--- src/rtl/network_pkg.sv ---
// Shared packet/rule header types for the classifier path, plus the scan
// sequencer state encoding.
package network_pkg;

  localparam int PROTOCOL_SIZE = 8;
  localparam int IP_SIZE       = 32;
  localparam int PORT_SIZE     = 16;

  typedef struct packed {
    logic [PROTOCOL_SIZE-1:0] protocol;
    logic [IP_SIZE-1:0]       src_ip;
    logic [PORT_SIZE-1:0]     src_port;
    logic [IP_SIZE-1:0]       dst_ip;
    logic [PORT_SIZE-1:0]     dst_port;
  } packet_s;

  // Each field matches when start <= value < last.
  typedef struct packed {
    logic [PROTOCOL_SIZE-1:0] protocol_start;
    logic [PROTOCOL_SIZE-1:0] protocol_last;
    logic [IP_SIZE-1:0]       src_ip_start;
    logic [IP_SIZE-1:0]       src_ip_last;
    logic [PORT_SIZE-1:0]     src_port_start;
    logic [PORT_SIZE-1:0]     src_port_last;
    logic [IP_SIZE-1:0]       dst_ip_start;
    logic [IP_SIZE-1:0]       dst_ip_last;
    logic [PORT_SIZE-1:0]     dst_port_start;
    logic [PORT_SIZE-1:0]     dst_port_last;
  } rule_s;

  typedef enum logic [1:0] {
    IDLE,
    SCAN,
    DONE
  } scan_state_e;

  function automatic int clog2Min1(input int value);
    return (value > 1) ? $clog2(value) : 1;
  endfunction

endpackage

--- src/rtl/rule_scan_ctrl_if.sv ---
// Packet ingress, result egress and table configuration signals of the
// rule scan controller.
interface rule_scan_ctrl_if import network_pkg::*; #(
  parameter int NUM_RULES = 16
);

  localparam int IDX_W = clog2Min1(NUM_RULES);

  logic             in_valid;
  logic             in_ready;
  packet_s          in_packet;
  logic             out_valid;
  logic             out_ready;
  logic             out_hit;
  logic [IDX_W-1:0] out_rule_idx;
  logic             cfg_we;
  logic             cfg_ready;
  logic [IDX_W-1:0] cfg_addr;
  rule_s            cfg_rule;
  logic             cfg_enable;

  modport slave (
    input  in_valid, in_packet, out_ready, cfg_we, cfg_addr, cfg_rule, cfg_enable,
    output in_ready, out_valid, out_hit, out_rule_idx, cfg_ready
  );

  modport master (
    output in_valid, in_packet, out_ready, cfg_we, cfg_addr, cfg_rule, cfg_enable,
    input  in_ready, out_valid, out_hit, out_rule_idx, cfg_ready
  );

endinterface

--- src/rtl/rule_scan_ctrl_match.sv ---
// Single-entry comparator: checks one rule's five half-open ranges against a
// packet header, gated by the entry's enable bit.
module rule_match import network_pkg::*; (
  input  rule_s   i_rule,
  input  logic    i_enable,
  input  packet_s i_packet,
  output logic    o_match
);

  logic w_proto;
  logic w_srcIp;
  logic w_srcPort;
  logic w_dstIp;
  logic w_dstPort;

  // A field with start >= last can never satisfy both bounds.
  assign w_proto   = (i_packet.protocol >= i_rule.protocol_start) &&
                     (i_packet.protocol <  i_rule.protocol_last);
  assign w_srcIp   = (i_packet.src_ip   >= i_rule.src_ip_start) &&
                     (i_packet.src_ip   <  i_rule.src_ip_last);
  assign w_srcPort = (i_packet.src_port >= i_rule.src_port_start) &&
                     (i_packet.src_port <  i_rule.src_port_last);
  assign w_dstIp   = (i_packet.dst_ip   >= i_rule.dst_ip_start) &&
                     (i_packet.dst_ip   <  i_rule.dst_ip_last);
  assign w_dstPort = (i_packet.dst_port >= i_rule.dst_port_start) &&
                     (i_packet.dst_port <  i_rule.dst_port_last);

  assign o_match = i_enable && w_proto && w_srcIp && w_srcPort && w_dstIp && w_dstPort;

endmodule

--- src/rtl/rule_scan_ctrl.sv ---
// Classifies one packet at a time by scanning the rule table LANES entries per
// cycle and reporting the lowest-index enabled match.
module rule_scan_ctrl import network_pkg::*; #(
  parameter int NUM_RULES = 16,
  parameter int LANES     = 4
) (
  input logic             clk,
  input logic             rst,
  rule_scan_ctrl_if.slave bus
);

  localparam int IDX_W      = clog2Min1(NUM_RULES);
  localparam int NUM_GROUPS = NUM_RULES / LANES;
  localparam int GRP_W      = clog2Min1(NUM_GROUPS);
  localparam logic [GRP_W-1:0] LAST_GROUP = GRP_W'(NUM_GROUPS - 1);

  rule_s                r_rules [NUM_RULES];
  logic [NUM_RULES-1:0] r_enable;
  scan_state_e          r_state;
  logic [GRP_W-1:0]     r_group;
  packet_s              r_packet;
  logic                 r_inReady;
  logic                 r_cfgReady;
  logic                 r_outValid;
  logic                 r_outHit;
  logic [IDX_W-1:0]     r_outIdx;

  logic             w_cfgWrite;
  rule_s            w_laneRule [LANES];
  logic [LANES-1:0] w_laneEn;
  logic [LANES-1:0] w_laneMatch;
  logic [IDX_W-1:0] w_laneIdx [LANES];
  logic             w_anyMatch;
  logic [IDX_W-1:0] w_matchIdx;

  assign w_cfgWrite = bus.cfg_we && r_cfgReady &&
                      ({1'b0, bus.cfg_addr} < (IDX_W+1)'(NUM_RULES));

  assign bus.in_ready     = r_inReady;
  assign bus.cfg_ready    = r_cfgReady;
  assign bus.out_valid    = r_outValid;
  assign bus.out_hit      = r_outHit;
  assign bus.out_rule_idx = r_outIdx;

  // Rule contents carry no reset; only the enable bits define an empty table.
  always_ff @(posedge clk) begin
    if (w_cfgWrite) begin
      r_rules[bus.cfg_addr] <= bus.cfg_rule;
    end
  end

  always_ff @(posedge clk or posedge rst) begin
    if (rst) begin
      r_enable <= '0;
    end else if (w_cfgWrite) begin
      r_enable[bus.cfg_addr] <= bus.cfg_enable;
    end
  end

  always_comb begin
    for (int l = 0; l < LANES; l++) begin
      w_laneIdx[l]  = IDX_W'(int'(r_group) * LANES + l);
      w_laneRule[l] = r_rules[w_laneIdx[l]];
      w_laneEn[l]   = r_enable[w_laneIdx[l]];
    end
  end

  for (genvar l = 0; l < LANES; l++) begin : g_lane
    rule_match u_match (
      .i_rule   (w_laneRule[l]),
      .i_enable (w_laneEn[l]),
      .i_packet (r_packet),
      .o_match  (w_laneMatch[l])
    );
  end

  // Walking down from the top lane leaves the lowest matching lane selected.
  always_comb begin
    w_anyMatch = 1'b0;
    w_matchIdx = '0;
    for (int l = LANES - 1; l >= 0; l--) begin
      if (w_laneMatch[l]) begin
        w_anyMatch = 1'b1;
        w_matchIdx = w_laneIdx[l];
      end
    end
  end

  always_ff @(posedge clk or posedge rst) begin
    if (rst) begin
      r_state    <= IDLE;
      r_group    <= '0;
      r_packet   <= '0;
      r_inReady  <= 1'b1;
      r_cfgReady <= 1'b1;
      r_outValid <= 1'b0;
      r_outHit   <= 1'b0;
      r_outIdx   <= '0;
    end else begin
      case (r_state)
        IDLE: begin
          if (bus.in_valid) begin
            r_packet   <= bus.in_packet;
            r_group    <= '0;
            r_inReady  <= 1'b0;
            r_cfgReady <= 1'b0;
            r_state    <= SCAN;
          end
        end
        SCAN: begin
          if (w_anyMatch) begin
            r_outHit   <= 1'b1;
            r_outIdx   <= w_matchIdx;
            r_outValid <= 1'b1;
            r_state    <= DONE;
          end else if (r_group == LAST_GROUP) begin
            r_outHit   <= 1'b0;
            r_outIdx   <= '0;
            r_outValid <= 1'b1;
            r_state    <= DONE;
          end else begin
            r_group <= r_group + 1'b1;
          end
        end
        DONE: begin
          if (bus.out_ready) begin
            r_outValid <= 1'b0;
            r_inReady  <= 1'b1;
            r_cfgReady <= 1'b1;
            r_state    <= IDLE;
          end
        end
        default: r_state <= IDLE;
      endcase
    end
  end

endmodule

--- src/flat_wrapper.sv ---
// flat-port wrapper written by rule: the top's interface ports become plain ports
module rule_scan_ctrl_flat import network_pkg::*;
#(
  parameter int NUM_RULES = 16,
  parameter int LANES     = 4
)
  (clk, rst, bus_in_valid, bus_in_packet, bus_out_ready, bus_cfg_we, bus_cfg_addr, bus_cfg_rule, bus_cfg_enable, bus_in_ready, bus_out_valid, bus_out_hit, bus_out_rule_idx, bus_cfg_ready);
  rule_scan_ctrl_if #(.NUM_RULES(NUM_RULES)) bus_i ();
  input logic clk;
  input logic rst;
  input wire logic [$bits(bus_i.in_valid)-1:0] bus_in_valid;
  input wire logic [$bits(bus_i.in_packet)-1:0] bus_in_packet;
  input wire logic [$bits(bus_i.out_ready)-1:0] bus_out_ready;
  input wire logic [$bits(bus_i.cfg_we)-1:0] bus_cfg_we;
  input wire logic [$bits(bus_i.cfg_addr)-1:0] bus_cfg_addr;
  input wire logic [$bits(bus_i.cfg_rule)-1:0] bus_cfg_rule;
  input wire logic [$bits(bus_i.cfg_enable)-1:0] bus_cfg_enable;
  output wire logic [$bits(bus_i.in_ready)-1:0] bus_in_ready;
  output wire logic [$bits(bus_i.out_valid)-1:0] bus_out_valid;
  output wire logic [$bits(bus_i.out_hit)-1:0] bus_out_hit;
  output wire logic [$bits(bus_i.out_rule_idx)-1:0] bus_out_rule_idx;
  output wire logic [$bits(bus_i.cfg_ready)-1:0] bus_cfg_ready;
  assign bus_i.in_valid = bus_in_valid;
  assign bus_i.in_packet = bus_in_packet;
  assign bus_i.out_ready = bus_out_ready;
  assign bus_i.cfg_we = bus_cfg_we;
  assign bus_i.cfg_addr = bus_cfg_addr;
  assign bus_i.cfg_rule = bus_cfg_rule;
  assign bus_i.cfg_enable = bus_cfg_enable;
  assign bus_in_ready = bus_i.in_ready;
  assign bus_out_valid = bus_i.out_valid;
  assign bus_out_hit = bus_i.out_hit;
  assign bus_out_rule_idx = bus_i.out_rule_idx;
  assign bus_cfg_ready = bus_i.cfg_ready;
  rule_scan_ctrl #(.NUM_RULES(NUM_RULES), .LANES(LANES)) u_core (.clk(clk), .rst(rst), .bus(bus_i));
endmodule
--- config.mk ---
export PLATFORM = sky130hd
export DESIGN_NAME = rule_scan_ctrl_flat
export DESIGN_NICKNAME = d
export VERILOG_FILES = /design/src/rtl/network_pkg.sv /design/src/rtl/rule_scan_ctrl_if.sv /design/src/rtl/rule_scan_ctrl_match.sv /design/src/rtl/rule_scan_ctrl.sv /design/src/flat_wrapper.sv
export SDC_FILE = /design/constraint.sdc
export NUM_CORES = 2
export LEC_CHECK = 0
export CAP_MARGIN = 0
export CORE_ASPECT_RATIO = 1.2
export CORE_MARGIN = 10
export CORE_UTILIZATION = 50
export DETAILED_ROUTE_END_ITERATION = 10
export GPL_TIMING_DRIVEN = 0
export PLACE_DENSITY_LB_ADDON = 0.3
export SLEW_MARGIN = 20
export SYNTH_ARGS = -nofsm -noshare
export SYNTH_HDL_FRONTEND = slang
export SYNTH_SLANG_ARGS = --single-unit
--- constraint.sdc ---
create_clock -name clk -period 36.6 [get_ports clk]
set_input_delay 5.49 -clock clk [delete_from_list [all_inputs] [get_ports clk]]
set_output_delay 5.49 -clock clk [all_outputs]
set_load 0.05 [all_outputs]
==> results.tsv <==
metric	value	unit
status	finished clean	
Root Buffer	clkbuf_16	
Power Density	73.9	mW/mm^2
# rows	216	
Hold Crit Class	flip-flop to flip-flop	
non-filler instance count after layout	12700	
CP Max Fanout	10	
Setup Buffers After CTS	0	
Syn Std Cell Area	0.145	sq mm
Syn. warnings	0	
# IOs	330	
RSZ-0062 raised after global routing	false	
Residual DRC	0	
CP Data Required Time	37360	ps
Total GRT Usage	0.295	
worst path arrival time	9450	ps
Fmax	115	MHz
via density per instance	6.42	
DRT iter0 DRCs	12400	
initial core utilization	0.502	
startpoint types	flip-flop	
CTS Buf Count	344	
Syn Area/Cell	19.3	sq um
Syn Nets	8637	
r2r endpoint	u_core.bus.out_valid$_DFFE_PP0P_	
Detail Route Antenna Nets	0	
WL final	468	mm
worst r2r path cells	18	
I/O Buffers	329	
max-slew violation count	0	
VDD IR-drop max	64.3	uV
Least-Margin Pin Slew	1280	ps
worst-skew pair later-pin latency	910	ps
Fin Hold WS	518	ps
CP Launch Point	u_core.r_group[0]$_DFFE_PP0P_	
first-pass GRT wire length	641	mm
# hold bufs at CTS	0	
via count of the first global-routing pass	80600	
commonest non-fill, non-tap cell in the layout	edfxtp_1	
final cycle utilization of the critical path	0.237	
CTS max path bufs	4	
fin util	0.592	
Die Area	0.312	sq mm
Async SR Flop Fraction	0.0379	
Leak	60.7	nW
Nets	9678	
final setup violation count	0	
flip-flop and latch count after synthesis	3459	
EDFF count, synth	3328	
Mapped Cells	7499	
HPWL Detailed	343	mm
post-cts resize count	0	
Primary FF master, synth	edfxtp_1	
clock slew at reported path FFs	60	ps
R2R setup slack	27910	ps
Critical Path End Type	flip-flop	
largest net degree at the start of global routing	68	
core area	0.288	sq mm
Seq/Total Area, Yosys	0.712	
layout cells sized above 1	0.229	
worst clock skew	50.2	ps
minimum clock period	8690	ps
DR pass1 iterations	6	
antenna violations before repair	85	
clk sinks	3459	
most frequent cells in the layout	edfxtp_1 (3328), mux4_2 (822), inv_1 (819)	
Post-Place Cells	12000	
Die W	511	microns
Critical R2R Launch	u_core.r_group[0]$_DFFE_PP0P_	
Final Hold Viols	0	
Slew HR	0.148	
crit path to	u_core.bus.out_valid$_DFFE_PP0P_	
Unique masters post-synth	76	
total gr overflow	0	
TritonCTS clock tree	built	
CTS H-tree depth	5	
DR vias	81400	
Avg WL per Cell	36.9	microns
GPL Wtd Cong	0.932	
critical path type	flip-flop to flip-flop	
Die Height	610	microns
Max-Cap Viols	0	
Layout area overhead	17.9	%
[worst min-delay path by stage]
stage | start | to | slack, ps | cells past startpoint
final | u_core.r_enable[7]$_DFFE_PP0P_ | u_core.r_enable[7]$_DFFE_PP0P_ | 520 | 1
after global placement | u_core.r_enable[12]$_DFFE_PP0P_ | u_core.r_enable[12]$_DFFE_PP0P_ | 480 | 1
after CTS | u_core.r_enable[9]$_DFFE_PP0P_ | u_core.r_enable[9]$_DFFE_PP0P_ | 510 | 1
after floorplan | u_core.r_enable[4]$_DFFE_PP0P_ | u_core.r_enable[4]$_DFFE_PP0P_ | 470 | 1
after detailed placement | u_core.r_enable[9]$_DFFE_PP0P_ | u_core.r_enable[9]$_DFFE_PP0P_ | 490 | 1
after global routing | u_core.r_enable[11]$_DFFE_PP0P_ | u_core.r_enable[11]$_DFFE_PP0P_ | 520 | 1
[final cells by class]
class / instances / area [sq um]
Sequential cell: 3459 / 103000
Inverter: 820 / 3090
Clock buffer: 460 / 9460
Timing Repair Buffer: 695 / 9400
Tap cell: 3815 / 4770
Clock inverter: 166 / 1730
Antenna cell: 44 / 110
Multi-Input combinational cell: 3018 / 38000
Fill cell: 20500 / 118000
Buffer: 202 / 996
[synth_stat cells (all sizes together) (9+ instances only)]
library cell	n	area, sq um
o211ai	17	128
nand4	140	876
inv	820	3080
nand2	103	387
o2111ai	15	131
mux4	824	18600
a211oi	59	448
nor2b	24	150
nor4	27	190
nand2b	22	138
clkbuf	51	191
a221oi	9	78.8
mux2	124	1400
mux2i	20	200
o21a	18	135
a21o	136	1020
dfrtp	130	3250
a211o	11	96.3
a21oi	228	1150
o21ai	114	571
buf	151	617
ha	816	10200
nor3	37	190
edfxtp	3328	99900
a2111oi	17	168
nor2	101	379
nand3	42	210
[routing by layer]
metal / up-vias / track usage / wire length [microns]
met5: - / 0 / 224
met4: 40 / 0.182 / 35400
met3: 1114 / 0.0807 / 58400
met2: 5552 / 0.454 / 214000
met1: 42300 / 0.373 / 160000
li1: 32400 / - / -
[critical path, stage by stage, from the launching register on]
cell and delay, ps:
dfrtp_1 950, buf_6 430, buf_6 430, buf_4 420, buf_2 390, buf_1 780
buf_2 950, mux4_2 630, ha_1 280, nand2b_1 250, a211oi_1 310, o211ai_1 270
a21oi_1 520, nor4_1 110, o32ai_1 650, nor4_2 230, a41oi_4 460, nand3_1 220
o2bb2ai_1 190
[registers in the layout (all words and copies together), names as in the netlist]
register and flops:
u_core.r_rules 3328, u_core.bus.out_rule_idx 4, u_core.bus.in_ready 1, u_core.r_enable 16, u_core.r_packet 104, u_core.r_state 2, u_core.r_group 2, u_core.bus.out_hit 1
u_core.bus.out_valid 1
[kinds of logic (layout without fill, tap and decap cells)]
| kind of cell | count (synthesis) | after routing | synth area share |
|---|---|---|---|
| flops | 3459 | 3459 | 0.712 |
| buf+inv | 1022 | 2343 | 0.0268 |
| fa+ha+maj | 816 | 816 | 0.0705 |
| mux | 968 | 968 | 0.139 |
| compound gates | 700 | 700 | 0.0317 |
| other cells | 0 | 44 | 0 |
| simple gates | 534 | 534 | 0.0194 |
[power by group]
group	internal (W)	leakage (nW)	switching [W]
clock	0.00204	5.44	0.00151
sequential	0.00441	31.5	0.000385
combinational	0.00169	23.8	0.00258
total	0.00813	60.7	0.00448
[through the flow]
step / setup TNS [ps] / cell area (sq um) / total power, W / setup slack, ps
6_report: 0 / 171000 / 0.0126 / 27910
3_5_place_dp: 0 / 159000 / 0.00903 / 27390
2_1_floorplan: 0 / 145000 / 0.00702 / 14660
4_1_cts: 0 / 171000 / 0.0126 / 28110
3_3_place_gp: -1793200 / 153000 / 0.00877 / -5020
5_1_grt: 0 / 171000 / 0.0130 / 27880
(Power assumes the default switching activity.)
